[config.mk]
export PLATFORM = sky130hd
export DESIGN_NAME = hazard_sequencer
export DESIGN_NICKNAME = d
export VERILOG_FILES = /design/src/rtl/lc3b_types.sv /design/src/rtl/indirect_fsm.sv /design/src/rtl/hazard_sequencer.sv
export SDC_FILE = /design/constraint.sdc
export NUM_CORES = 1
export LEC_CHECK = 0
export BUFFER_PORTS_ARGS = -buffer_cell sky130_fd_sc_hd__buf_2
export CAP_MARGIN = 30
export CORE_MARGIN = 5
export CORE_UTILIZATION = 40
export CTS_CLUSTER_DIAMETER = 100
export DETAILED_ROUTE_END_ITERATION = 8
export PLACE_DENSITY = 0.69
export REMOVE_ABC_BUFFERS = 1
export SETUP_SLACK_MARGIN = 0.5
export SYNTH_ARGS = -nofsm -noshare
export SYNTH_HDL_FRONTEND = slang
export SYNTH_SLANG_ARGS = --single-unit
[constraint.sdc]
create_clock -name clk -period 1.5 [get_ports clk]
set_input_delay 0.225 -clock clk [delete_from_list [all_inputs] [get_ports clk]]
set_output_delay 0.225 -clock clk [all_outputs]
set_load 0.01 [all_outputs]
[src/rtl/lc3b_types.sv]
// Shared LC-3b pipeline types: the indirect (LDI/STI) memory sequence states.
package lc3b_types;

    typedef enum logic [1:0] {
        IDLE     = 2'd0,
        IND_PTR  = 2'd1,
        IND_DATA = 2'd2
    } ind_state_t;

endpackage

[src/rtl/indirect_fsm.sv]
// Two-phase LDI/STI sequencer: pointer fetch followed by data access on the D-side.
module indirect_fsm
    import lc3b_types::*;
(
    input  logic       clk,
    input  logic       rst,
    input  logic       dmem_req,
    input  logic       dmem_resp,
    input  logic       mem_indirect,
    output ind_state_t state,
    output logic       indirect_phase
);

    ind_state_t next_state;
    logic       mem_done;

    // A response only counts while a request is actually outstanding.
    assign mem_done = dmem_req & dmem_resp;

    always_ff @(posedge clk) begin
        if (rst) begin
            state <= IDLE;
        end else begin
            state <= next_state;
        end
    end

    always_comb begin
        next_state = state;
        case (state)
            IDLE: begin
                // A same-cycle response is the pointer, so single-cycle memory skips IND_PTR.
                if (mem_indirect && dmem_req) begin
                    next_state = mem_done ? IND_DATA : IND_PTR;
                end
            end
            IND_PTR: begin
                if (mem_done) begin
                    next_state = IND_DATA;
                end
            end
            IND_DATA: begin
                if (mem_done) begin
                    next_state = IDLE;
                end
            end
            default: next_state = IDLE;
        endcase
    end

    assign indirect_phase = (state == IND_DATA);

endmodule

[src/rtl/hazard_sequencer.sv]
// Pipeline stall/flush sequencer: merges memory, indirect, load-use and branch hazards.
module hazard_sequencer
    import lc3b_types::*;
#(
    parameter int CNT_W = 16
) (
    input  logic             clk,
    input  logic             rst,
    input  logic             imem_read,
    input  logic             imem_resp,
    input  logic             dmem_req,
    input  logic             dmem_resp,
    input  logic             mem_indirect,
    input  logic             load_use,
    input  logic             branch_taken,
    output logic             pc_load,
    output logic             flow_IFID,
    output logic             flow_IDEX,
    output logic             flow_EXMEM,
    output logic             flow_MEMWB,
    output logic             flush_IFID,
    output logic             flush_IDEX,
    output logic             flush_EXMEM,
    output logic             indirect_phase,
    output logic [CNT_W-1:0] stall_count
);

    ind_state_t state;
    logic       mem_stall;
    logic       imem_wait;

    indirect_fsm u_indirect_fsm (
        .clk            (clk),
        .rst            (rst),
        .dmem_req       (dmem_req),
        .dmem_resp      (dmem_resp),
        .mem_indirect   (mem_indirect),
        .state          (state),
        .indirect_phase (indirect_phase)
    );

    // The IDLE term freezes the pipe during the first pointer-fetch cycle.
    assign mem_stall = (dmem_req & ~dmem_resp)
                     | (state == IND_PTR)
                     | ((state == IDLE) & mem_indirect & dmem_req);
    assign imem_wait = imem_read & ~imem_resp;

    always_comb begin
        pc_load     = 1'b1;
        flow_IFID   = 1'b1;
        flow_IDEX   = 1'b1;
        flow_EXMEM  = 1'b1;
        flow_MEMWB  = 1'b1;
        flush_IFID  = 1'b0;
        flush_IDEX  = 1'b0;
        flush_EXMEM = 1'b0;
        if (rst) begin
            pc_load     = 1'b0;
            flush_IFID  = 1'b1;
            flush_IDEX  = 1'b1;
            flush_EXMEM = 1'b1;
        end else if (mem_stall) begin
            pc_load    = 1'b0;
            flow_IFID  = 1'b0;
            flow_IDEX  = 1'b0;
            flow_EXMEM = 1'b0;
            flow_MEMWB = 1'b0;
        end else if (branch_taken) begin
            flush_IFID  = 1'b1;
            flush_IDEX  = 1'b1;
            flush_EXMEM = 1'b1;
        end else begin
            if (imem_wait) begin
                pc_load    = 1'b0;
                flush_IFID = 1'b1;
            end
            // Load-use holds IF/ID, which cancels the imem-wait bubble into it.
            if (load_use) begin
                pc_load    = 1'b0;
                flow_IFID  = 1'b0;
                flush_IFID = 1'b0;
                flush_IDEX = 1'b1;
            end
        end
    end

    always_ff @(posedge clk) begin
        if (rst) begin
            stall_count <= '0;
        end else if (!flow_MEMWB && (stall_count != '1)) begin
            stall_count <= stall_count + CNT_W'(1);
        end
    end

endmodule

; After elaboration in Yosys (flattened, before gate mapping)
; Index checks and enable logic that the tools add are counted.
[classes]
bitwise_logic = 9
div = 0
n_lt_le_gt_ge = 0
n_shift = 0
reduce_logical = 5
eq_ne = 6
multipliers = 0
add_sub_neg = 1
muxes = 28
[ops]
columns = op, count
row1 = 2-to-1 mux 1 bit, 23
row2 = "adder 16 x 1 -> 16 bit, second input constant", 1
row3 = "!= test 16 bit, second input constant", 1
row4 = 2-to-1 mux 2 bit, 4
row5 = "!= test 2 x 1 -> 1 bit, second input constant", 3
row6 = one-hot mux 2 bit (3 select lines), 1
row7 = AND 1 bit, 5
row8 = AND reduction 3 bit, 1
row9 = "equality test 2 x 1 -> 1 bit, second input constant", 1
row10 = "equality test 2 bit, second input constant", 1
row11 = logical AND 1 bit, 2
row12 = logical NOT 2 bit, 1
row13 = NOT 1 bit, 2
row14 = OR 1 bit, 2
row15 = logical NOT 1 bit, 1
[totals]
out_inout_bits = 25
romBits = 0
reg_bits = 18
word_cells = 51
latch_bits = 0
n_memories = 0
mem_bits_rw = 0
inputBits = 9

; Logic depth before layout (Yosys ltp)
; Gate-level depths: netlist (run 1).
[depth]
ltp_word = 8
depth_mapped = 6
ltp_nobuf = 6

; Modules after synthesis
; From an unflattened synthesis (run 1), not the netlist that was laid out.
[hier_totals]
cells_unflattened = 125
hier_area_um2 = 1058.5
[modules_own_cells]
columns = module, seq_area_each_um2, area_per_inst_um2, instances, cells_per_inst
row1 = hazard_sequencer, 320.3, 972.2, 1, 115
row2 = indirect_fsm, 40.0, 86.3, 1, 10

; Worst setup path after synthesis (run 1)
; Ideal clock, no wire load.
[synth_path]
kind = register to register
from = register stall_count[0]
to = register stall_count[14]
setup_time_ns = 0.070
path_slack_ns = -0.183
arrival_ns = 1.612
t_required_ns = 1.430
period_less_slack_ns = 1.683
path_stages_with_launch = 6
n_path_buf = 0
cell_sequence = dfxtp_1 -> ha_1 -> and4_1 -> o2111ai_2 -> or4_1 -> a21oi_1
[synth_between]
elab_chain_cells = 2
elab_cells_between_ends = 3
cone_classes = add/sub: 1 / eq/ne: 1 / reduce/logical: 1
[synth_rtl]
columns = item, line_no
row1 = start: declaration, hazard_sequencer.sv:25  ; output logic [CNT_W-1:0] stall_count
row2 = start signal: assignment, hazard_sequencer.sv:91  ; stall_count <= stall_count + CNT_W'(1);
row3 = branches (longest 2 deep; another with adder 16 x 1 -> 16 bit), n/a
; Parallel ways; which one is timed is not known.
; A chain may end at the register's enable or synchronous reset.

; Worst setup path after layout (run 1)
[layout_path]
from = register stall_count[0]
to = register stall_count[7]
; Same word-level chain as after synthesis.

==> impl_metrics.csv, run 1 <==
group,metric,value,unit
detailed_routing,dr_wl_met2,2170,um
logic_synthesis,synth_area_leader_cell,"dfxtp_1",
clock_network,cts_buffer_depth,2,
detailed_routing,finalWirelength,4230,um
sta,finalCriticalPeriod,1720,ps
worst_setup_path,crit_arrival,1960,ps
layout,drive_gt1_share,64.1,%
sta,worst_clock_skew,5.29,ps
logic_synthesis,synth.distinct_cells,32,
floorplanning,die_area,3520,um2
run_status,status,"finished with violations",
detailed_routing,dr.pass1.iters,4,
detailed_routing,drt-met1-wl,1650,um
layout,nets,209,
pwr,power_density,556,nW/um2
logic_synthesis,synth_area_leaders,"dfxtp_1 37%, xor2_1 7.2%, nor2_1 5.8%",
clock_network,cts_tree,"yes",
global_route,antenna_found_initial,0,
global_route,grt_pass1_vias,1279,
sta,rsz0062_at_grt,"true",
layout,final_common_cell,"buf_6",
global_route,track_usage,21.8,%
layout,area_delta_synth_final,101,%
layout,antennaDiodeCount,0,
sta,fin_setup_tns,-2830,ps
layout,seqCellArea,398,um2
sta,max-slew-margin-rel,80.2,%
place,gp_congestion,0.845,
logic_synthesis,seq_area_frac_synth,37.1,%
floorplanning,die_w,59.3,um
place,io_buffers,33,
job,drv_cap,0,
pwr,irDropWorstVdd,0.000633,V
layout,nFillCells,123,
detailed_routing,drc,0,
clock_network,cts_htree_levels,1,
clock_network,cts_sinks,18,
layout,multiInputGateArea,742,um2
sta,setup_viol,23,
pwr,power.total,0.00109,W
detailed_routing,wl_per_cell,18.7,um
place,dp_hpwl,2110,um
worst_setup_path,cp-start-kind,"register",
logic_synthesis,synth_seq_cells,18,
clock_network,clk_latency,310,ps
logic_synthesis,ys_warn_count,0,
sta,tightest_slew,294,ps
global_route,grt_max_degree,24,
logic_synthesis,syn_area,972,um2
worst_setup_path,worstSetupPathType,"reg -> reg",
clock_network,cts_made_buffers,3,
sta,post-route-period-util,115,%
floorplanning,initial_core_util,42.7,%
detailed_routing,antenna_left,0,
logic_synthesis,ys.flop_type,"dfxtp_1",
run_status,violations,"setup timing",
floorplanning,core_area,2280,um2
worst_setup_path,end_kind,"register",
logic_synthesis,synth-edff-count,0,
logic_synthesis,async_flop_share,0,%
worst_setup_path,required,1740,ps
sta,fin_ws,-224,ps
clock_network,clk_pin_slew_worst_paths,120,ps
detailed_routing,dr.max_layer_used,"met4",
detailed_routing,drt-initial-drc-count,47,
worst_setup_path,cp_max_fo,3,
logic_synthesis,synth_top_area_share,37.1,%
detailed_routing,via_per_inst,5.70,
detailed_routing,dr_wl_met3,240,um
sta,hold_viol,0,
hold_path,hp-class,"in -> reg",
floorplanning,rows,17,
floorplanning,die_h,59.3,um
sta,drv_slew,0,
global_route,grt_first_pass_wirelength,5870,um
clock_network,root_buffer,"clkbuf_4",
pwr,p_leak,0.792,nW
sta,fmax,580,MHz
layout,layout_common_cells,"47 x buf_6, 19 x buf_4, 13 x buf_2, 12 x nor2_1, 12 x dfxtp_2",
global_route,grt.overflow.total,0,
logic_synthesis,synth.avg_cell_area,8.03,um2
logic_synthesis,synthCells,121,
detailed_routing,vias,1288,
floorplanning,ios,34,
## per-layer routing
metal / global-route usage [%] / up-vias
met5: 0 / -
met4: 8.09 / 0
met3: 3.27 / 16
met2: 39.6 / 62
met1: 25.4 / 614
li1: - / 596
## path summary, 6_finish.rpt
path / startpoint / end / slack, ps / cells past startpoint
setup / recovery: stall_count[0] / stall_count[7] / -220 / 8
hold / removal: dmem_req / u_indirect_fsm.state[0] / 310 / 3
setup reg to reg: stall_count[0] / stall_count[7] / -220 / 8
hold reg to reg: u_indirect_fsm.state[1] / u_indirect_fsm.state[0] / 570 / 2
## metrics by stage
stage                     instances  instance area [um2]  util (%)  hold slack (ps)  setup slack (ps)
after CTS                       218                 1780      78.4              280              -121
after global routing            226                 1960      86.0              326              -280
after detailed placement        205                 1360      59.6              530              -181
after global placement          205                 1360      59.6              494              -124
after floorplan                 115                  940         -              294              -330
final                           226                 1960      86.0              309              -224
## final cells by class
| type | count | area share (%) |
|---|---|---|
| Tap cell | 28 | 1.79 |
| Clock buffer | 4 | 1.85 |
| Inverter | 2 | 0.511 |
| Sequential cell | 18 | 20.3 |
| Timing Repair Buffer | 79 | 37.6 |
| Multi-Input combinational cell | 95 | 37.9 |
## synthesized netlist by cell type (all sizes together) (2+ instances only)
cell,n
nand3b,2
nor3,2
nor2,15
and4,3
a31oi,2
dfxtp,18
inv,2
nand4,4
o21bai,2
buf,4
and3,4
xor2,8
o2111ai,2
nor2b,3
nand2b,2
or3,5
clkbuf,2
a21oi,8
o21ai,6
nand3,10
nand2,9
## kinds of logic (layout without fill, tap and decap cells)
family	Yosys count	count (layout)	share of synthesized area [%]
simple gates	62	62	33.6
compound gates	24	24	16.7
flops	18	18	37.1
xor+xnor	8	8	7.21
buf+inv	8	85	4.12
fa+ha+maj	1	1	1.29
## timing repair
| action | in CTS | in global routing |
|---|---|---|
| buffers inserted | 9 | 8 |
| resized for setup | 82 | 26 |
| endpoints found under the setup margin | 41 | 42 |
| pin swaps | 29 | 16 |
| hold buffers | 0 | 0 |
| cloned | 0 | 0 |
## state kept, by name, summed over array words and instances (netlist names)
register              flops
u_indirect_fsm.state      2
stall_count              16
## worst max-delay path, stage by stage (launching register included)
cell and delay (ps):
dfxtp_2 350, buf_6 110, ha_4 160, and4_4 150, nand4_1 130, buf_4 140
nand3_4 60, or3_1 350, a21oi_1 190
## power breakdown
| group | switching [W] | internal (W) |
|---|---|---|
| clock network | 0.000174 | 0.000148 |
| logic | 0.000132 | 0.000149 |
| registers | 0.00000788 | 0.000478 |
(Power assumes the default switching activity.)
==> run 2, diff against run 1 <==
--- a/config.mk
+++ b/config.mk
@@ -5,15 +5,17 @@
 export SDC_FILE = /design/constraint.sdc
 export NUM_CORES = 1
 export LEC_CHECK = 0
+export ABC_AREA = 1
 export BUFFER_PORTS_ARGS = -buffer_cell sky130_fd_sc_hd__buf_2
 export CAP_MARGIN = 30
 export CORE_MARGIN = 5
-export CORE_UTILIZATION = 40
+export CORE_UTILIZATION = 46
 export CTS_CLUSTER_DIAMETER = 100
 export DETAILED_ROUTE_END_ITERATION = 8
-export PLACE_DENSITY = 0.69
+export PLACE_DENSITY = 0.75
 export REMOVE_ABC_BUFFERS = 1
 export SETUP_SLACK_MARGIN = 0.5
 export SYNTH_ARGS = -nofsm -noshare
 export SYNTH_HDL_FRONTEND = slang
+export SYNTH_HIERARCHICAL = 1
 export SYNTH_SLANG_ARGS = --single-unit
==> impl_metrics.csv, run 2 <==
group,metric,value,unit
sta,max-slew-margin-rel,82.7,%
clock_network,cts_made_buffers,3,
logic_synthesis,seq_area_frac_synth,30.1,%
global_route,track_usage,22.2,%
floorplanning,rows,18,
worst_setup_path,cp_max_fo,2,
global_route,grt.overflow.total,0,
sta,worst_clock_skew,3.31,ps
place,pre_cts_slack,15.5,ps
place,dp_hpwl,2130,um
sta,rsz0062_at_grt,"true",
pwr,power_density,646,nW/um2
clock_network,root_buffer,"clkbuf_4",
sta,fmax,617,MHz
sta,fin_ws,-121,ps
layout,drive_gt1_share,52.5,%
layout,antennaDiodeCount,0,
logic_synthesis,synth_seq_cells,18,
logic_synthesis,synth.distinct_cells,26,
layout,largest_register,"stall_count",
worst_setup_path,rrSetupSlack,-80,ps
clock_network,clk_latency,310,ps
worst_setup_path,cpLargestDelayFamily,"buffers and inverters",
sta,drv_slew,0,
job,drv_cap,0,
clock_network,cts_tree,"yes",
worst_setup_path,critPathLaunch,"u_indirect_fsm/state[0]",
logic_synthesis,synth.avg_cell_area,6.40,um2
clock_network,cts_buffer_depth,2,
worst_setup_path,worstSetupPathType,"reg -> out",
clock_network,clk_pin_slew_worst_paths,110,ps
hold_path,hold_start,"rst",
global_route,grt_first_pass_wirelength,6180,um
clock_network,cts_sinks,18,
logic_synthesis,synth_area_leaders,"dfxtp_1 30%, nand2_1 15%, nor2_1 9.7%",
sta,tightest_slew,258,ps
worst_setup_path,required,1270,ps
floorplanning,die_w,61.0,um
detailed_routing,wl_per_cell,15.3,um
place,gp_congestion,0.796,
logic_synthesis,async_flop_share,0,%
floorplanning,ios,34,
global_route,grt_pass1_vias,1376,
detailed_routing,finalWirelength,4360,um
place,postPlaceCellArea,1450,um2
layout,largest_reg_flops,16,
sta,finalCriticalPeriod,1620,ps
logic_synthesis,yosysMostFrequentCell,"nand2_1",
sta,hold_viol,0,
detailed_routing,drc,0,
detailed_routing,vias,1505,
floorplanning,die_area,3720,um2
run_status,status,"finished with violations",
detailed_routing,drt-initial-drc-count,91,
floorplanning,core_area,2480,um2
worst_setup_path,crit_chain,"inv_2 -> nand2_2 -> nand2_2 -> buf_4 -> buf_6 -> a21oi_4 -> a31oi_1 -> buf_2",
clock_network,cts.hold.buffers_added,0,
worst_setup_path,path_buf_inv,4,
detailed_routing,dr.pass1.iters,4,
global_route,grt_max_degree,13,
worst_setup_path,crit_arrival,1400,ps
place,io_buffers,33,
clock_network,cts_htree_levels,1,
worst_setup_path,slowest_stage,"dfxtp_2",
worst_setup_path,critical_path.max_stage_delay,350,ps
worst_setup_path,worst_r2r_startpoint,"u_indirect_fsm/state[0]",
floorplanning,die_h,61.0,um
run_status,violations,"setup timing",
sta,post-route-period-util,108,%
layout,design_area,2070,um2
logic_synthesis,syn_area,1200,um2
hold_path,hp-class,"in -> reg",
layout,final_common_cell,"nand2_1",
floorplanning,initial_core_util,48.3,%
logic_synthesis,synth_top_area_share,30.1,%
pwr,irDropWorstVdd,0.000583,V
layout,layout_common_cells,"40 x nand2_1, 33 x buf_6, 27 x nor2_1, 19 x buf_4, 18 x inv_1",
detailed_routing,antenna_left,0,
logic_synthesis,ys_warn_count,6,
layout,top_regs,"stall_count: 16 flops, u_indirect_fsm/state: 2 flops",
logic_synthesis,ys.flop_type,"dfxtp_1",
global_route,antenna_found_initial,0,
logic_synthesis,synth-edff-count,0,
logic_synthesis,synthCells,187,
worst_setup_path,cpMostUsedCell,"nand2_2",
layout,nets,266,
pwr,p_leak,0.967,nW
sta,setup_viol,15,
layout,nFillCells,140,
logic_synthesis,yosys-top-cells-count,"47 x nand2_1, 31 x nor2_1, 21 x inv_1",
worst_setup_path,end_kind,"output pin",
worst_setup_path,cp-start-kind,"register",
detailed_routing,via_per_inst,5.28,
logic_synthesis,synth_area_leader_cell,"dfxtp_1",
layout,area_delta_synth_final,73.0,%
run 2: changes by cell type after synthesis, moves of 4 or more:
cell	previous run	this run
nand2_2	0	6
nor2_4	0	4
o21ai_1	0	6
a21oi_1	8	4
nand2_1	9	47
or3_1	5	0
inv_1	2	21
and3_1	4	0
nor2_1	15	31
inv_2	0	4
run 2: worst reg2reg max path: stages, from the launching register on:
cell and delay (ps):
dfxtp_2 350, inv_2 40, nand2_2 50, nand2_2 60, buf_4 130, buf_6 120, nand2_4 70, nand2_4 90
nor2_4 190, buf_6 130, buf_12 110, nand2_1 50, nand2_1 60, nor2_1 50
run 2: path summary, 6_finish.rpt:
path                      to  depth (start not counted)
max reg2reg  stall_count[14]                         13
max               flush_IDEX                          8
min           stall_count[3]                          2
min reg2reg  stall_count[10]                          2
run 2: kinds of logic (layout without fill, tap and decap cells):
kind of cell,count (synthesis),count (layout),synth area share [%]
compound gates,22,22,9.61
simple gates,106,107,41.1
flops,18,18,30.1
xor+xnor,9,9,6.58
fa+ha+maj,1,1,1.04
buf+inv,31,98,11.6
run 2: layer usage:
metal	up-vias	GRT usage (%)	share of wire, %
li1	724	-	-
met1	720	24.6	41
met2	53	39.7	53
met3	8	6.08	4.5
met4	0	9.29	1.4
met5	-	0	0
run 2: through the flow:
stage	TNS, ps	instances	utilization (%)	power (W)	hold slack (ps)
2_1_floorplan	0	182	-	0.000712	294
3_3_place_gp	0	256	58.7	0.000832	492
3_5_place_dp	0	256	58.7	0.000834	495
4_1_cts	-118	277	78.3	0.00128	180
5_1_grt	-2270	285	83.6	0.00140	176
6_report	-789	285	83.6	0.00134	191
run 2: layout make-up:
cell class              count  area [um2]  share of cell area (%)
clock buffers               4        36.3                    1.75
inverters                  26         103                    4.95
multi-input cells         139         861                    41.5
flip-flops and latches     18         405                    19.6
well taps                  30        37.5                    1.81
repair buffers             68         629                    30.4
run 2: where the power goes:
group / switching, W / internal [W]
clock: 0.000163 / 0.000149
combinational: 0.000231 / 0.000243
sequential: 0.0000432 / 0.000511
total: 0.000437 / 0.000902
run 2: what timing repair did:
item,4_1_cts,5_1_grt
gates resized for setup,83,27
gates cloned,2,0
pin swaps,13,9
setup endpoints to repair,41,41
buffers inserted,15,8
